==> config.mk <==
export PLATFORM = sky130hd
export DESIGN_NAME = rs_stream_encoder
export DESIGN_NICKNAME = d
export VERILOG_FILES = /design/src/rtl/rs_stream_encoder.sv
export SDC_FILE = /design/constraint.sdc
export NUM_CORES = 1
export LEC_CHECK = 0
export ABC_AREA = 1
export CORE_UTILIZATION = 41
export CTS_CLUSTER_SIZE = 40
export DETAILED_ROUTE_END_ITERATION = 8
export GPL_ROUTABILITY_DRIVEN = 0
export SYNTH_ARGS = -nofsm -noshare
export SYNTH_HDL_FRONTEND = slang
export SYNTH_SLANG_ARGS = --single-unit
export TNS_END_PERCENT = 1
==> constraint.sdc <==
create_clock -name clk -period 1.7 [get_ports clk]
set_input_delay 0.255 -clock clk [delete_from_list [all_inputs] [get_ports clk]]
set_output_delay 0.255 -clock clk [all_outputs]
set_load 0.005 [all_outputs]
==> src/rtl/rs_stream_encoder.sv <==
// Systematic Reed-Solomon encoder over GF(16) (x^4+x+1) with valid/ready streams.
// Emits K message symbols followed by PARITY check symbols, highest degree first.
module rs_stream_encoder #(
  parameter int unsigned K      = 9,
  parameter int unsigned PARITY = 6
) (
  input  logic       clk,
  input  logic       rst,
  input  logic       in_valid,
  output logic       in_ready,
  input  logic [3:0] in_sym,
  output logic       out_valid,
  input  logic       out_ready,
  output logic [3:0] out_sym,
  output logic       out_first,
  output logic       out_last,
  output logic       busy
);

  localparam int unsigned SYM_W = 4;
  localparam int unsigned CNT_W = 4;
  localparam int unsigned GEN_W = 64;

  if (K < 1 || K > 13 || PARITY < 2 || PARITY > 15 - K || (PARITY % 2) != 0) begin : g_bad_params
    $error("rs_stream_encoder: illegal K=%0d PARITY=%0d", K, PARITY);
  end

  // GF(16) multiply: shift-and-add with x^4 folded back as x+1.
  function automatic logic [SYM_W-1:0] gf_mul(input logic [SYM_W-1:0] a,
                                               input logic [SYM_W-1:0] b);
    logic [SYM_W-1:0] acc;
    logic [SYM_W-1:0] sh;
    acc = '0;
    sh  = a;
    for (int i = 0; i < 4; i++) begin
      if (b[i]) acc = acc ^ sh;
      sh = {sh[2:0], 1'b0} ^ (sh[3] ? 4'h3 : 4'h0);
    end
    return acc;
  endfunction

  // Generator g(x) = prod_{i=1..np} (x + alpha^i); coefficient j at bits [4j+:4].
  function automatic logic [GEN_W-1:0] gen_poly(input int np);
    logic [GEN_W-1:0] g;
    logic [SYM_W-1:0] root;
    g      = '0;
    g[3:0] = 4'h1;
    root   = 4'h1;
    for (int i = 1; i <= 15; i++) begin
      if (i <= np) begin
        root = gf_mul(root, 4'h2);
        for (int j = 15; j >= 1; j--) begin
          g[4*j +: 4] = g[4*(j-1) +: 4] ^ gf_mul(root, g[4*j +: 4]);
        end
        g[3:0] = gf_mul(root, g[3:0]);
      end
    end
    return g;
  endfunction

  localparam logic [GEN_W-1:0] GEN = gen_poly(int'(PARITY));

  typedef enum logic {ST_MSG, ST_PAR} state_t;

  state_t                       state_q, state_d;
  logic [PARITY-1:0][SYM_W-1:0] r_q, r_d;
  logic [CNT_W-1:0]             cnt_q, cnt_d;
  logic [SYM_W-1:0]             out_sym_q, out_sym_d;
  logic                         out_valid_q, out_valid_d;
  logic                         out_first_q, out_first_d;
  logic                         out_last_q, out_last_d;
  logic                         busy_q, busy_d;
  logic                         slot_free_c;
  logic [SYM_W-1:0]             fb_c;

  assign slot_free_c = !out_valid_q || out_ready;
  assign in_ready    = (state_q == ST_MSG) && slot_free_c && !rst;

  // Next-state, parity LFSR and output-slot loading.
  always_comb begin
    state_d     = state_q;
    r_d         = r_q;
    cnt_d       = cnt_q;
    out_sym_d   = out_sym_q;
    out_valid_d = out_valid_q;
    out_first_d = out_first_q;
    out_last_d  = out_last_q;
    fb_c        = '0;

    if (slot_free_c) begin
      out_valid_d = 1'b0;
      out_first_d = 1'b0;
      out_last_d  = 1'b0;
    end

    case (state_q)
      ST_MSG: begin
        if (in_valid && slot_free_c) begin
          out_sym_d   = in_sym;
          out_valid_d = 1'b1;
          out_first_d = (cnt_q == '0);
          fb_c        = in_sym ^ r_q[PARITY-1];
          r_d[0]      = gf_mul(GEN[3:0], fb_c);
          for (int i = 1; i < int'(PARITY); i++) begin
            r_d[i] = r_q[i-1] ^ gf_mul(GEN[4*i +: 4], fb_c);
          end
          if (cnt_q == CNT_W'(K - 1)) begin
            state_d = ST_PAR;
            cnt_d   = '0;
          end else begin
            cnt_d = cnt_q + CNT_W'(1);
          end
        end
      end
      ST_PAR: begin
        if (slot_free_c) begin
          out_sym_d   = r_q[PARITY-1];
          out_valid_d = 1'b1;
          out_last_d  = (cnt_q == CNT_W'(PARITY - 1));
          for (int i = int'(PARITY) - 1; i >= 1; i--) begin
            r_d[i] = r_q[i-1];
          end
          r_d[0] = '0;
          if (cnt_q == CNT_W'(PARITY - 1)) begin
            state_d = ST_MSG;
            cnt_d   = '0;
          end else begin
            cnt_d = cnt_q + CNT_W'(1);
          end
        end
      end
      default: state_d = ST_MSG;
    endcase

    busy_d = (state_d == ST_PAR) || (cnt_d != '0) || out_valid_d;
  end

  always_ff @(posedge clk) begin
    if (rst) begin
      state_q     <= ST_MSG;
      r_q         <= '0;
      cnt_q       <= '0;
      out_sym_q   <= '0;
      out_valid_q <= 1'b0;
      out_first_q <= 1'b0;
      out_last_q  <= 1'b0;
      busy_q      <= 1'b0;
    end else begin
      state_q     <= state_d;
      r_q         <= r_d;
      cnt_q       <= cnt_d;
      out_sym_q   <= out_sym_d;
      out_valid_q <= out_valid_d;
      out_first_q <= out_first_d;
      out_last_q  <= out_last_d;
      busy_q      <= busy_d;
    end
  end

  assign out_sym   = out_sym_q;
  assign out_valid = out_valid_q;
  assign out_first = out_first_q;
  assign out_last  = out_last_q;
  assign busy      = busy_q;

endmodule

Yosys cells after proc, flatten, opt, wreduce, memory -nomap -nowiden:

Cells that the tools add are included.

* register bits: 37
* logic and storage cells: 137

* add/subtract/negate cells: 1
* eq/ne operators: 4
* muxes and demuxes: 86
* bitwise gates (word level): 22
* reductions and logical operators: 11

Operators by type and width (count)
* 4-bit 2-to-1 mux: 58
* 24-bit 2-to-1 mux: 2
* 24-bit case mux with 2 select lines: 1
* 4-bit XOR: 6
* 3-bit NOT: 6
* 4-bit case mux with 2 select lines: 2
* 3-bit 2-to-1 mux: 5
* 1-bit 2-to-1 mux: 14
* 2-bit NOT: 4
* 4-bit NOT: 2
* 4-bit by 1-bit adder with 4-bit output (second input constant): 1
* 4-bit by 3-bit equality test with 1-bit output (second input constant): 1
* 4-bit equality test (second input constant): 1
* 4-bit zero test: 1
* 2-bit 2-to-1 mux: 2
* 2-bit by 1-bit != test with 1-bit output (second input constant): 2
* 1-bit NOT: 4
* 1-bit case mux with 2 select lines: 2
* 4-bit nonzero test: 1
* 1-bit logical AND: 3
* 1-bit logical OR: 3
* 1-bit zero test: 2
* 2-bit AND reduction: 1

Logic depth before layout (Yosys ltp):

* depth after elaboration: 20
* gate-level depth with buffers: 12
* gate-level depth less buffers: 12

Least setup slack after synthesis:

OpenSTA, ideal clock, no wires.

* kind: flip-flop to flip-flop
* start point: reg out_valid_q, in the netlist out_valid
* end point: reg busy_q, in the netlist busy
* setup time: 0.114 ns
* arrival: 1.297 ns
* data required time: 1.586 ns
* slack: 0.290 ns
* cell stages (with the launch flop): 13
* path buffers: 1
* period minus slack after synthesis: 1.410 ns
* path through: dfxtp_1 inv_2 nor2_8 nor2_4 nor2_8 inv_2 buf_6 nor2_2 inv_1 nor2_1 nand3_1 nand2_1 nand2_1

* longest elaborated chain between the ends: 8
* elaborated cells on any way between the ends: 16
* classes of those cells: mux: 10; reduce/logical: 6

Ends and longest elaborated chain
* start: declaration: RTL line 69 `logic out_valid_q, out_valid_d;`
* start signal: assignment: RTL line 153 `out_valid_q <= out_valid_d;`
* 1-bit zero test: RTL line 76 `assign slot_free_c = !out_valid_q || out_ready;`
* 1-bit logical OR: RTL line 76
* 1-bit logical AND: RTL line 98 `if (in_valid && slot_free_c) begin`
* 4-bit 2-to-1 mux: RTL line 98
* 4-bit case mux with 2 select lines: RTL line 96 `case (state_q)`
* 4-bit nonzero test: RTL line 135 `busy_d = (state_d == ST_PAR) || (cnt_d != '0) || out_valid_d;`
* 1-bit logical OR: RTL line 135
* 1-bit logical OR (*): RTL line 135
* end signal: assignment: RTL line 156 `busy_q <= busy_d;`
* end: declaration: RTL line 72 `logic busy_q, busy_d;`

Every way passes the cells marked *; elsewhere a longest branch is shown, timed or not.
A chain may end at the register's enable or synchronous reset.

Worst setup path after layout:

* start point: in in_sym[2]
* end point: reg r_q[7] in the netlist's numbering

* longest elaborated chain between the ends: 11

Ends and longest elaborated chain
* start: declaration: RTL line 11 `input logic [3:0] in_sym,`
* 4-bit XOR (*): RTL line 102 `fb_c = in_sym ^ r_q[PARITY-1];`
* 4-bit 2-to-1 mux (*): RTL line 36 `if (b[i]) acc = acc ^ sh;`
* 4-bit 2-to-1 mux (*): RTL line 98
* 4-bit 2-to-1 mux (*): RTL line 96
* 4-bit NOT (no source line)
* 4-bit 2-to-1 mux (*): RTL line 36
* 4-bit 2-to-1 mux (*): RTL line 98
* 4-bit 2-to-1 mux (*): RTL line 96
* 4-bit XOR (*): RTL line 105 `r_d[i] = r_q[i-1] ^ gf_mul(GEN[4*i +: 4], fb_c);`
* 24-bit 2-to-1 mux (*): RTL line 98
* 24-bit case mux with 2 select lines (*): RTL line 96
* end signal: assignment: RTL line 150 `r_q <= r_d;`
* end: declaration: RTL line 66 `logic [PARITY-1:0][SYM_W-1:0] r_q, r_d;`

Every way passes the cells marked *; elsewhere a longest branch is shown, timed or not. The select of a mux whose other input is x is not followed.

==> results by group <==
Yosys
  • Syn avg cell area: 7.128 sq um
  • Post-Syn Instances: 284
  • Synth top area share: 36.59%
  • Main synth FF type: dfxtp_1
  • Main area contributors after synthesis: dfxtp_1 (37%), nand2_1 (13%), o21ai_0 (5.9%)
  • Synth async-reset ratio: 0%
  • Ys Warns: 0
  • Number of synthesized register bits: 37
  • Post-synth top area cell: dfxtp_1
  • Netlist Area Pre-Place: 2024 sq um
  • Netlist cell types: 32
  • Post-synth EDFFs: 0
  • Net Count, Synth: 295
  • Post-synthesis sequential area ratio: 36.59%

Power and ir drop
  • Max VDD drop: 0.3773 mV
  • Sw frac: 32.03%
  • Net Sw Power: 0.0007689 W
  • Logic pwr share: 30.7%
  • Pwr Density: 929.3 nW/um^2
  • Leakage: 1.195 nW
  • Clock power frac: 26.0%
  • Seq pwr share: 43.2%
  • Internal power: 0.001632 W

Global route
  • Initial antenna violation count: 0
  • First-pass GRT wire length: 7.990 mm
  • GRT Total Usage: 19.52%
  • Largest net degree at the start of global routing: 24
  • Total grt overflow: 0
  • Vias in the first global route: 1,852

Floorplanning
  • Die H: 72.27 microns
  • Die ar.: 5223 sq um
  • Initial Util: 42.86%
  • Die width: 72.27 microns
  • I/O pin count: 17
  • Core footprint: 4723 sq um
  • Cell Rows: 25

Clocking
  • Clk sinks: 37
  • Clk_lat worst skew: 0.28 ns
  • CTS tree: yes
  • Root Buffer: clkbuf_8
  • Cts bufs inserted: 5
  • Clock transition at path regs: 0.07 ns
  • CTS Buffer Depth: 2
  • H-Tree Level Count: 2

Detailed routing
  • WL final: 4.527 mm
  • Via density: 4.693
  • DR DRC count: 0
  • Vias: 1,863
  • Avg WL per Cell: 11.40 microns
  • Router iterations before antenna repair: 4
  • Initial DRC count: 103
  • Number of nets still failing antenna checks after routing: 0

Setup path
  • CP endpoint kind: register
  • Worst path slowest cell: clkdlybuf4s50_1
  • Worst path required time: 1.91 ns
  • Cell Chain, Critical Path: clkdlybuf4s50_1, xor2_1, nand2_1, nand3_1, nand3_1, xor2_1, a21oi_1
  • Worst Path Max Fanout: 3
  • Critical Path AT: 1.76 ns
  • Critical path type: in -> reg
  • Startpoint types: input port
  • CP max stage delay: 0.55 ns

Timing
  • Final Skew: 0.005861 ns
  • Fin. Hold Viols: 0
  • Achievable Freq: 647.6 MHz
  • Unrepaired setup endpoints after global routing: true
  • Final Setup Violations: 0
  • Final min period: 1.544 ns
  • Worst slew margin: 82.12%
  • Final Slew Violations: 0
  • Slew @ Worst Pin: 0.2682 ns
  • Crit share post-route: 90.83%

Cells and area
  • Design area: 2584 sq um
  • Share of layout cells above drive strength 1: 20.00%
  • Nets: 341
  • Commonest non-fill, non-tap cells in the layout: nand2_1 (70), dfxtp_1 (36), buf_4 (31), inv_1 (26), o21ai_0 (23)
  • Commonest non-fill, non-tap cell in the layout: nand2_1
  • Synth-to-layout area growth: 27.63%
  • Final Util: 54.70%
  • Ant. Diodes: 0
  • Fill count: 438

Placement
  • Dpl hpwl: 3.361 mm
  • DP Area: 2471 sq um
  • IO Port Bufs: 16

Hold path
  • Worst hold-check path type: in -> reg

Outcome
  • Status: finished clean

Job
  • Max-cap viol count: 0
[power groups by stage]
stage               clock [W]  sequential (W)  combinational, W
global route         0.000680         0.00105          0.000840
finish               0.000625         0.00104          0.000738
CTS                  0.000647         0.00104          0.000743
floorplan                   0         0.00104          0.000472
global placement            0         0.00106          0.000734
detailed placement          0         0.00106          0.000740
[registers in the layout (all words and copies together) (netlist names), named ones only]
signal and cells:
r_q 24, cnt_q 4, out_sym 4, busy 1
out_first 1, out_valid 1, state_q 1
[critical path: cells and delay by family]
family          cells  cell delay, ns
compound gates      1            0.13
simple gates        3            0.38
xor+xnor            2            0.44
buf+inv             1            0.55
[Yosys cell counts, drive strengths merged, types with 3 or more instances]
cell and n:
a21oi 21, a31oi 7, buf 6, clkbuf 4, dfxtp 37, ha 3, inv 34, nand2 73
nand3 14, nor2 25, nor3 3, o21ai 27, o22ai 6, xnor2 4, xor2 12
[cell families (layout without fill, tap and decap cells)]
logic type,count (synthesis),in the layout,synth area share (%)
AOI/OAI and AO/OA,67,67,18.54
xor gates and xnor gates,16,16,6.922
adders and majority gates,3,3,1.854
buffers and inverters,44,90,9.518
DFF,37,37,36.59
and+or+nand+nor,117,117,26.58
[final timing paths]
kind,from,to,slack [ns],cells past startpoint
max,in_sym[2],r_q[7],0.16,7
min reg2reg,out_first,out_first,0.47,2
min,in_sym[0],out_sym[0],0.30,3
max reg2reg,cnt_q[1],busy,0.18,11
[per-layer routing]
layer,up-vias,part of all wire [%],track usage [%]
met2,24,48,34.27
met4,0,1.2,7.625
met5,-,0,0
li1,1016,-,-
met3,4,2.6,3.611
met1,819,48,23.53
[area by class of cell]
class,count,area (sq um),area share (%)
Clock buffer,7,86.33,3.341
Inverter,34,130.1,5.036
Multi-Input combinational cell,203,1106,42.81
Sequential cell,37,742.0,28.72
Tap cell,67,83.83,3.245
Timing Repair Buffer,49,435.4,16.85
[timing repair]
action,in CTS,in global routing
resized for setup,3,8
hold endpoints to repair,0,0
hold buffers,0,0
pin swaps,0,2
setup buffers,0,1
gates cloned,0,0
endpoints found under the setup margin,1,7
[metrics by stage]
| stage | std cells | TNS [ns] | setup slack, ns | power [W] | hold WS (ns) |
|---|---|---|---|---|---|
| 4_1_cts | 396 | 0 | 0.03422 | 0.002428 | 0.4683 |
| 3_3_place_gp | 389 | -3.050 | -0.1784 | 0.001789 | 0.4561 |
| 3_5_place_dp | 389 | -3.824 | -0.2022 | 0.001796 | 0.4577 |
| 6_report | 397 | 0 | 0.1559 | 0.002401 | 0.3027 |
| 2_1_floorplan | 284 | 0 | 0.2898 | 0.001515 | 0.3334 |
| 5_1_grt | 397 | -0.01786 | -0.01144 | 0.002572 | 0.3381 |
(Power assumes the default switching activity.)
